===== src/rtl/pipeline_pkg.sv =====
// Shared pipeline definitions: hazard FSM states and architectural constants.
package pipeline_pkg;

    typedef enum logic [1:0] {
        RUN      = 2'd0,
        FLUSH    = 2'd1,
        MEM_WAIT = 2'd2,
        HALT     = 2'd3
    } state_t;

    localparam logic [4:0]  REG_ZERO  = 5'd0;
    localparam logic [31:0] NOP_INSTR = 32'b0;

endpackage


===== src/rtl/hazard_ctrl_if.sv =====
// Hazard controller bundle: pipeline hazard sources in, register controls out.
// master = pipeline datapath side, slave = hazard controller.
interface hazard_ctrl_if #(parameter int CNT_W = 16);

    logic [4:0]       id_rs;
    logic [4:0]       id_rt;
    logic             id_uses_rt;
    logic             ex_mem_read;
    logic [4:0]       ex_rt;
    logic             ex_redirect;
    logic             dmem_busy;

    logic             pc_write;
    logic             ifid_stall;
    logic             ifid_flush;
    logic             idex_stall;
    logic             idex_flush;
    logic             exmem_stall;
    logic             memwb_flush;
    logic             mem_timeout_err;
    logic [CNT_W-1:0] stall_cnt;
    logic [CNT_W-1:0] flush_cnt;

    modport master (
        output id_rs, id_rt, id_uses_rt, ex_mem_read, ex_rt, ex_redirect, dmem_busy,
        input  pc_write, ifid_stall, ifid_flush, idex_stall, idex_flush,
               exmem_stall, memwb_flush, mem_timeout_err, stall_cnt, flush_cnt
    );

    modport slave (
        input  id_rs, id_rt, id_uses_rt, ex_mem_read, ex_rt, ex_redirect, dmem_busy,
        output pc_write, ifid_stall, ifid_flush, idex_stall, idex_flush,
               exmem_stall, memwb_flush, mem_timeout_err, stall_cnt, flush_cnt
    );

endinterface


===== src/rtl/hazard_loaduse_detect.sv =====
// Combinational load-use compare: a load in EX writes a register that the
// instruction in ID reads. $zero never creates a dependency.
// Also instantiated by the forwarding unit.
module hazard_loaduse_detect
    import pipeline_pkg::*;
(
    input  logic       ex_mem_read,
    input  logic [4:0] ex_rt,
    input  logic [4:0] id_rs,
    input  logic [4:0] id_rt,
    input  logic       id_uses_rt,
    output logic       load_use
);

    assign load_use = ex_mem_read && (ex_rt != REG_ZERO) &&
                      ((ex_rt == id_rs) || (id_uses_rt && (ex_rt == id_rt)));

endmodule


===== src/rtl/hazard_ctrl.sv =====
// Central pipeline hazard controller: Mealy stall/flush/PC-write controls for
// load-use bubbles, branch/jump redirects and data-memory waits.
// Optional macro HAZARD_PERF_CNT_EN builds saturating stall/flush counters;
// without it stall_cnt/flush_cnt are tied to zero.
module hazard_ctrl
    import pipeline_pkg::*;
#(
    parameter int FLUSH_CYCLES = 1,   // 1..3
    parameter int MEM_TIMEOUT  = 16,  // 2..255
    parameter int CNT_W        = 16
) (
    input  logic         clk,
    input  logic         reset,
    hazard_ctrl_if.slave hz
);

    localparam logic [1:0]       FLUSH_RELOAD = 2'(FLUSH_CYCLES - 1);
    localparam logic [7:0]       WAIT_LAST    = 8'(MEM_TIMEOUT - 1);
    localparam logic [CNT_W-1:0] CNT_ZERO     = '0;

    state_t     state, state_nx, ret_state, ret_state_nx, mode;
    logic [1:0] flush_left, flush_left_nx;
    logic [7:0] wait_cnt, wait_cnt_nx;
    logic       err, err_set;
    logic       load_use;

    logic pc_write, ifid_stall, ifid_flush, idex_stall, idex_flush, exmem_stall, memwb_flush;

    hazard_loaduse_detect u_loaduse (
        .ex_mem_read (hz.ex_mem_read),
        .ex_rt       (hz.ex_rt),
        .id_rs       (hz.id_rs),
        .id_rt       (hz.id_rt),
        .id_uses_rt  (hz.id_uses_rt),
        .load_use    (load_use)
    );

    // Control outputs and next-state: freeze dominates, then redirect, then load-use.
    always_comb begin
        // NOTE: every output gets a default first so no path leaves a latch behind.
        pc_write      = 1'b1;
        ifid_stall    = 1'b0;
        ifid_flush    = 1'b0;
        idex_stall    = 1'b0;
        idex_flush    = 1'b0;
        exmem_stall   = 1'b0;
        memwb_flush   = 1'b0;
        state_nx      = state;
        ret_state_nx  = ret_state;
        flush_left_nx = flush_left;
        wait_cnt_nx   = wait_cnt;
        err_set       = 1'b0;

        // A wait that ends this cycle behaves like the state it interrupted.
        mode = (state == MEM_WAIT && !hz.dmem_busy) ? ret_state : state;

        if (state == HALT || hz.dmem_busy) begin
            pc_write    = 1'b0;
            ifid_stall  = 1'b1;
            idex_stall  = 1'b1;
            exmem_stall = 1'b1;
            memwb_flush = 1'b1;
            if (state == MEM_WAIT) begin
                if (wait_cnt == WAIT_LAST) begin
                    state_nx = HALT;
                    err_set  = 1'b1;
                end else begin
                    wait_cnt_nx = wait_cnt + 8'd1;
                end
            end else if (state != HALT) begin
                // Entering a wait from RUN or FLUSH; flush_left is kept as is.
                ret_state_nx = state;
                wait_cnt_nx  = 8'd1;
                state_nx     = MEM_WAIT;
            end
        end else if (mode == FLUSH) begin
            // ID already holds a NOP here, so load-use is not checked.
            ifid_flush = 1'b1;
            if (hz.ex_redirect) begin
                idex_flush    = 1'b1;
                flush_left_nx = FLUSH_RELOAD;
                state_nx      = (FLUSH_RELOAD != 2'd0) ? FLUSH : RUN;
            end else begin
                flush_left_nx = (flush_left != 2'd0) ? flush_left - 2'd1 : 2'd0;
                state_nx      = (flush_left <= 2'd1) ? RUN : FLUSH;
            end
        end else begin
            state_nx = RUN;
            if (hz.ex_redirect) begin
                ifid_flush = 1'b1;
                idex_flush = 1'b1;
                if (FLUSH_RELOAD != 2'd0) begin
                    flush_left_nx = FLUSH_RELOAD;
                    state_nx      = FLUSH;
                end
            end else if (load_use) begin
                pc_write   = 1'b0;
                ifid_stall = 1'b1;
                idex_flush = 1'b1;
            end
        end
    end

    // FSM registers and sticky timeout flag.
    always_ff @(posedge clk or posedge reset) begin
        if (reset) begin
            state      <= RUN;
            ret_state  <= RUN;
            flush_left <= 2'd0;
            wait_cnt   <= 8'd0;
            err        <= 1'b0;
        end else begin
            // NOTE: non-blocking assignments so every flop samples pre-edge values.
            state      <= state_nx;
            ret_state  <= ret_state_nx;
            flush_left <= flush_left_nx;
            wait_cnt   <= wait_cnt_nx;
            if (err_set) err <= 1'b1;
        end
    end

    assign hz.pc_write        = pc_write;
    assign hz.ifid_stall      = ifid_stall;
    assign hz.ifid_flush      = ifid_flush;
    assign hz.idex_stall      = idex_stall;
    assign hz.idex_flush      = idex_flush;
    assign hz.exmem_stall     = exmem_stall;
    assign hz.memwb_flush     = memwb_flush;
    assign hz.mem_timeout_err = err;

`ifdef HAZARD_PERF_CNT_EN
    localparam logic [CNT_W-1:0] CNT_MAX = '1;
    logic [CNT_W-1:0] stall_cnt, flush_cnt;

    // Saturating performance counters for stalled-PC and IF/ID-flush cycles.
    always_ff @(posedge clk or posedge reset) begin
        if (reset) begin
            stall_cnt <= CNT_ZERO;
            flush_cnt <= CNT_ZERO;
        end else begin
            if (!pc_write && stall_cnt != CNT_MAX) stall_cnt <= stall_cnt + 1'b1;
            if (ifid_flush && flush_cnt != CNT_MAX) flush_cnt <= flush_cnt + 1'b1;
        end
    end

    assign hz.stall_cnt = stall_cnt;
    assign hz.flush_cnt = flush_cnt;
`else
    assign hz.stall_cnt = CNT_ZERO;
    assign hz.flush_cnt = CNT_ZERO;
`endif

endmodule


===== src/flat_wrapper.sv =====
// flat-port wrapper written by rule: the top's interface ports become plain ports
module hazard_ctrl_flat import pipeline_pkg::*;
#(
    parameter int FLUSH_CYCLES = 1,          
    parameter int MEM_TIMEOUT  = 16,           
    parameter int CNT_W        = 16
)
  (clk, reset, hz_id_rs, hz_id_rt, hz_id_uses_rt, hz_ex_mem_read, hz_ex_rt, hz_ex_redirect, hz_dmem_busy, hz_pc_write, hz_ifid_stall, hz_ifid_flush, hz_idex_stall, hz_idex_flush, hz_exmem_stall, hz_memwb_flush, hz_mem_timeout_err, hz_stall_cnt, hz_flush_cnt);
  hazard_ctrl_if #(.CNT_W(CNT_W)) hz_i ();
  input  logic clk;
  input  logic reset;
  input wire logic [$bits(hz_i.id_rs)-1:0] hz_id_rs;
  input wire logic [$bits(hz_i.id_rt)-1:0] hz_id_rt;
  input wire logic [$bits(hz_i.id_uses_rt)-1:0] hz_id_uses_rt;
  input wire logic [$bits(hz_i.ex_mem_read)-1:0] hz_ex_mem_read;
  input wire logic [$bits(hz_i.ex_rt)-1:0] hz_ex_rt;
  input wire logic [$bits(hz_i.ex_redirect)-1:0] hz_ex_redirect;
  input wire logic [$bits(hz_i.dmem_busy)-1:0] hz_dmem_busy;
  output wire logic [$bits(hz_i.pc_write)-1:0] hz_pc_write;
  output wire logic [$bits(hz_i.ifid_stall)-1:0] hz_ifid_stall;
  output wire logic [$bits(hz_i.ifid_flush)-1:0] hz_ifid_flush;
  output wire logic [$bits(hz_i.idex_stall)-1:0] hz_idex_stall;
  output wire logic [$bits(hz_i.idex_flush)-1:0] hz_idex_flush;
  output wire logic [$bits(hz_i.exmem_stall)-1:0] hz_exmem_stall;
  output wire logic [$bits(hz_i.memwb_flush)-1:0] hz_memwb_flush;
  output wire logic [$bits(hz_i.mem_timeout_err)-1:0] hz_mem_timeout_err;
  output wire logic [$bits(hz_i.stall_cnt)-1:0] hz_stall_cnt;
  output wire logic [$bits(hz_i.flush_cnt)-1:0] hz_flush_cnt;
  assign hz_i.id_rs = hz_id_rs;
  assign hz_i.id_rt = hz_id_rt;
  assign hz_i.id_uses_rt = hz_id_uses_rt;
  assign hz_i.ex_mem_read = hz_ex_mem_read;
  assign hz_i.ex_rt = hz_ex_rt;
  assign hz_i.ex_redirect = hz_ex_redirect;
  assign hz_i.dmem_busy = hz_dmem_busy;
  assign hz_pc_write = hz_i.pc_write;
  assign hz_ifid_stall = hz_i.ifid_stall;
  assign hz_ifid_flush = hz_i.ifid_flush;
  assign hz_idex_stall = hz_i.idex_stall;
  assign hz_idex_flush = hz_i.idex_flush;
  assign hz_exmem_stall = hz_i.exmem_stall;
  assign hz_memwb_flush = hz_i.memwb_flush;
  assign hz_mem_timeout_err = hz_i.mem_timeout_err;
  assign hz_stall_cnt = hz_i.stall_cnt;
  assign hz_flush_cnt = hz_i.flush_cnt;
  hazard_ctrl #(.FLUSH_CYCLES(FLUSH_CYCLES), .MEM_TIMEOUT(MEM_TIMEOUT), .CNT_W(CNT_W)) u_core (.clk(clk), .reset(reset), .hz(hz_i));
endmodule

===== config.mk =====
export PLATFORM = sky130hd
export DESIGN_NAME = hazard_ctrl_flat
export DESIGN_NICKNAME = d
export VERILOG_FILES = /design/src/rtl/pipeline_pkg.sv /design/src/rtl/hazard_ctrl_if.sv /design/src/rtl/hazard_loaduse_detect.sv /design/src/rtl/hazard_ctrl.sv /design/src/flat_wrapper.sv
export SDC_FILE = /design/constraint.sdc
export NUM_CORES = 1
export LEC_CHECK = 0
export ABC_AREA = 1
export BUFFER_PORTS_ARGS = -buffer_cell sky130_fd_sc_hd__buf_2
export CAP_MARGIN = 20
export CORE_MARGIN = 1.5
export CORE_UTILIZATION = 42
export CTS_CLUSTER_DIAMETER = 150
export CTS_CLUSTER_SIZE = 10
export DETAILED_ROUTE_END_ITERATION = 7
export GPL_ROUTABILITY_DRIVEN = 0
export PLACE_DENSITY = 0.78
export SLEW_MARGIN = 20
export SYNTH_ARGS = -nofsm -noshare
export SYNTH_HDL_FRONTEND = slang
export SYNTH_SLANG_ARGS = --single-unit

===== constraint.sdc =====
create_clock -name clk -period 1.35 [get_ports clk]
set_clock_uncertainty 0.1 [all_clocks]
set_input_delay 0.135 -clock clk [delete_from_list [all_inputs] [get_ports clk]]
set_output_delay 0.135 -clock clk [all_outputs]
set_load 0.01 [all_outputs]

==> impl_metrics.tcl <==
set metrics [dict create \
    status "finished, violations left" \
    violations "negative setup slack" \
    htreeDepth 1 \
    rows 20 \
    cts.sinks 15 \
    combPwrFrac_pct 49.2 \
    diodes 0 \
    antenna_found_initial 0 \
    ant_nets 0 \
    dr_wl_met3_um 88 \
    crit_fanout 4 \
    dr.max_layer_used "met4" \
    final_max_slew_viol_count 0 \
    routed_wl_um 2770 \
    cts_root_buf "clkbuf_4" \
    clkPwrFrac_pct 16.0 \
    cap_violations 0 \
    yosys.area.top_type "dfrtp_1" \
    clkTransAtPathRegs_ps 80 \
    wire_per_inst_um 9.39 \
    gr-total-overflow 0 \
    setup_viol 16 \
    min_period_ps 1680 \
    dieArea_um2 3550 \
    vias 1264 \
    num-nets-final 274 \
    hold_class "in2reg" \
    async_flop_share_pct 100 \
    die_w_um 59.6 \
    cp_cell_sequence "inv_2, a31oi_4, nor2_2, nor2_2, nand3_1, nand2_2, inv_2, buf_6" \
    syn_avg_cell_area_um2 6.73 \
    clkLatencyLatePin_ps 290 \
    critPathLaunchType "flip-flop" \
    drt_iter0_drc 47 \
    cts_tree "done" \
    synth_top_area_share_pct 27.9 \
    hpwlAfterDp_um 2080 \
    p_sw_uw 671 \
    dp.cells 284 \
    portBuffers 28 \
    ys.flop_type "dfrtp_1" \
    fmax_ghz 0.594 \
    yosys_warnings 0 \
    cpPeakStageDelay_ps 440 \
    fin_ws_ps -334 \
    critPathTopFamily "flip-flops" \
    grt_pass1_wl_um 4620 \
    dr.pass1.iters 4 \
    rsz0062_at_grt "yes" \
    grt_pass1_vias 1200 \
    clockBufferDepth 2 \
    met1_length_um 1190 \
    fin_crit_sh_pct 125 \
    grt_start_max_net_pins 16 \
    critPathKind "reg2out" \
    post-route-drc-count 0 \
    worst_setup_path_end_kind "primary output" \
    fin_setup_tns_ps -2960 \
    grtUsageTotal_pct 16.9 \
    synthDistinctLibCells 26 \
    die_h_um 59.6 \
    area_growth_pct 28.0 \
    drive_gt1_share_pct 37.8 \
    core-area_um2 3050 \
    cts-buffers-inserted 3 \
    fin_total_pwr_uw 1660 \
    syn-instance-count 200 \
    cp.arrival_ps 1450 \
    synth.most_common_cell "nand2_1" \
    p_int_uw 987 \
    synth-seq-cells 15 \
    ys_seq_area_share_pct 27.9 \
    path_buf_inv 3 \
    crit_path_top_delay_cell "dfrtp_1" \
    io_pins 61 \
    synth_edf_count 0 \
    hold_violations 0 \
    stdcell_count 295 \
    synth_area_um2 1350 \
    vdd_drop_max_v 0.000775 \
    viasPerCell 4.28 \
    share_seq_of_total_power_pct 34.8 \
    crit_required_ps 1120 \
    met2_length_um 1460 \
    p_leak_uw 0.000989 \
    start_util_pct 44.1 \
    p_per_area_nw_per_um2 962 \
    synth_common_cells "nand2_1, buf_4, inv_1, nor2_1, dfrtp_1" \
    swShare_pct 40.5 \
    synth_area_leaders "dfrtp_1, buf_4, nand2_1" \
]
-- final timing paths --
| check | from | end | slack, ps | cells after the start |
|---|---|---|---|---|
| setup / recovery | u_core.state[1] | hz_pc_write | -330 | 8 |
| hold / removal | hz_ex_redirect | u_core.flush_left[1] | 40 | 4 |
| setup reg to reg | u_core.wait_cnt[0] | u_core.wait_cnt[6] | -180 | 7 |
| hold reg to reg | u_core.flush_left[0] | u_core.flush_left[0] | 380 | 1 |
| max in group asynchronous | reset | u_core.state[0] | 670 | 4 |
| min in group asynchronous | reset | u_core.wait_cnt[0] | 270 | 4 |
-- through the flow --
| stage | utilization (%) | instance area [µm²] | setup slack (ps) | hold slack (ps) |
|---|---|---|---|---|
| floorplan | - | 1480 | -60.9 | -63.5 |
| global placement | 50.1 | 1530 | -59.6 | 41.4 |
| detailed placement | 50.1 | 1530 | -112 | 47.6 |
| CTS | 54.8 | 1670 | -303 | 32.8 |
| global route | 56.4 | 1720 | -420 | 52.5 |
| finish | 56.4 | 1720 | -334 | 39.8 |
-- area by class of cell --
cell class	count	area (µm²)
sequential	15	377
clock buffer	4	26.3
tap	44	55.1
fill	276	1330
timing repair inverter	1	8.76
timing repair buffer	48	307
multi-input combinational	147	802
inverter	36	148
-- per-layer routing --
metal  vias up  GRT usage [%]
li1        652              -
met1       572           19.2
met2        35           31.6
met3         5           2.84
met4         0           5.71
met5         -              0
-- kinds of logic after synthesis --
family,count (synthesis),share of synthesized area (%)
compound gates,19,9.48
xor+xnor,2,1.30
fa+ha+maj,1,0.929
buf+inv,70,29.9
flops,15,27.9
other cells,1,0.279
simple gates,92,30.2
-- worst reg2reg max path, cell delays in order (launching register included) --
cell      delay, ps
dfrtp_1         370
ha_2            190
nand2_2          80
nor2_4          150
nand4_4         110
o21a_4          280
clkinv_8         90
o21ai_2          50
-- placed cells by master (no fill, tap or decap), types with 3 or more instances in the layout --
master     n
inv_1     27
nand4_1    3
o21ai_2    8
nand2_1   45
nand3_1   10
dfrtp_1   14
nor2_4     3
inv_2      8
clkbuf_4   3
buf_6      3
buf_2     27
conb_1    32
nand2_2    5
buf_4     17
nand2_4    4
nor2_1    13
nor2_2     4
-- power by group through the flow --
stage / clock network [µW] / logic [µW] / registers [µW]
2_1_floorplan: 0 / 472 / 569
5_1_grt: 285 / 907 / 587
3_5_place_dp: 0 / 668 / 571
4_1_cts: 264 / 773 / 571
3_3_place_gp: 0 / 649 / 569
6_report: 265 / 816 / 578
-- timing repair --
item | 4_1_cts | 5_1_grt
setup buffers | 4 | 2
gates cloned | 2 | 0
hold buffers | 1 | 0
pin swaps | 8 | 7
setup endpoints to repair | 16 | 19
resized for setup | 16 | 12
hold endpoints to repair | 15 | 0
-- sequential cells by signal, summed over array words and instances, names as in the netlist --
signal,count
u_core.wait_cnt,8
u_core.flush_left,2
u_core.ret_state,2
u_core.hz.mem_timeout_err,1
u_core.state,2
Power figures use the tool's default switching activity.
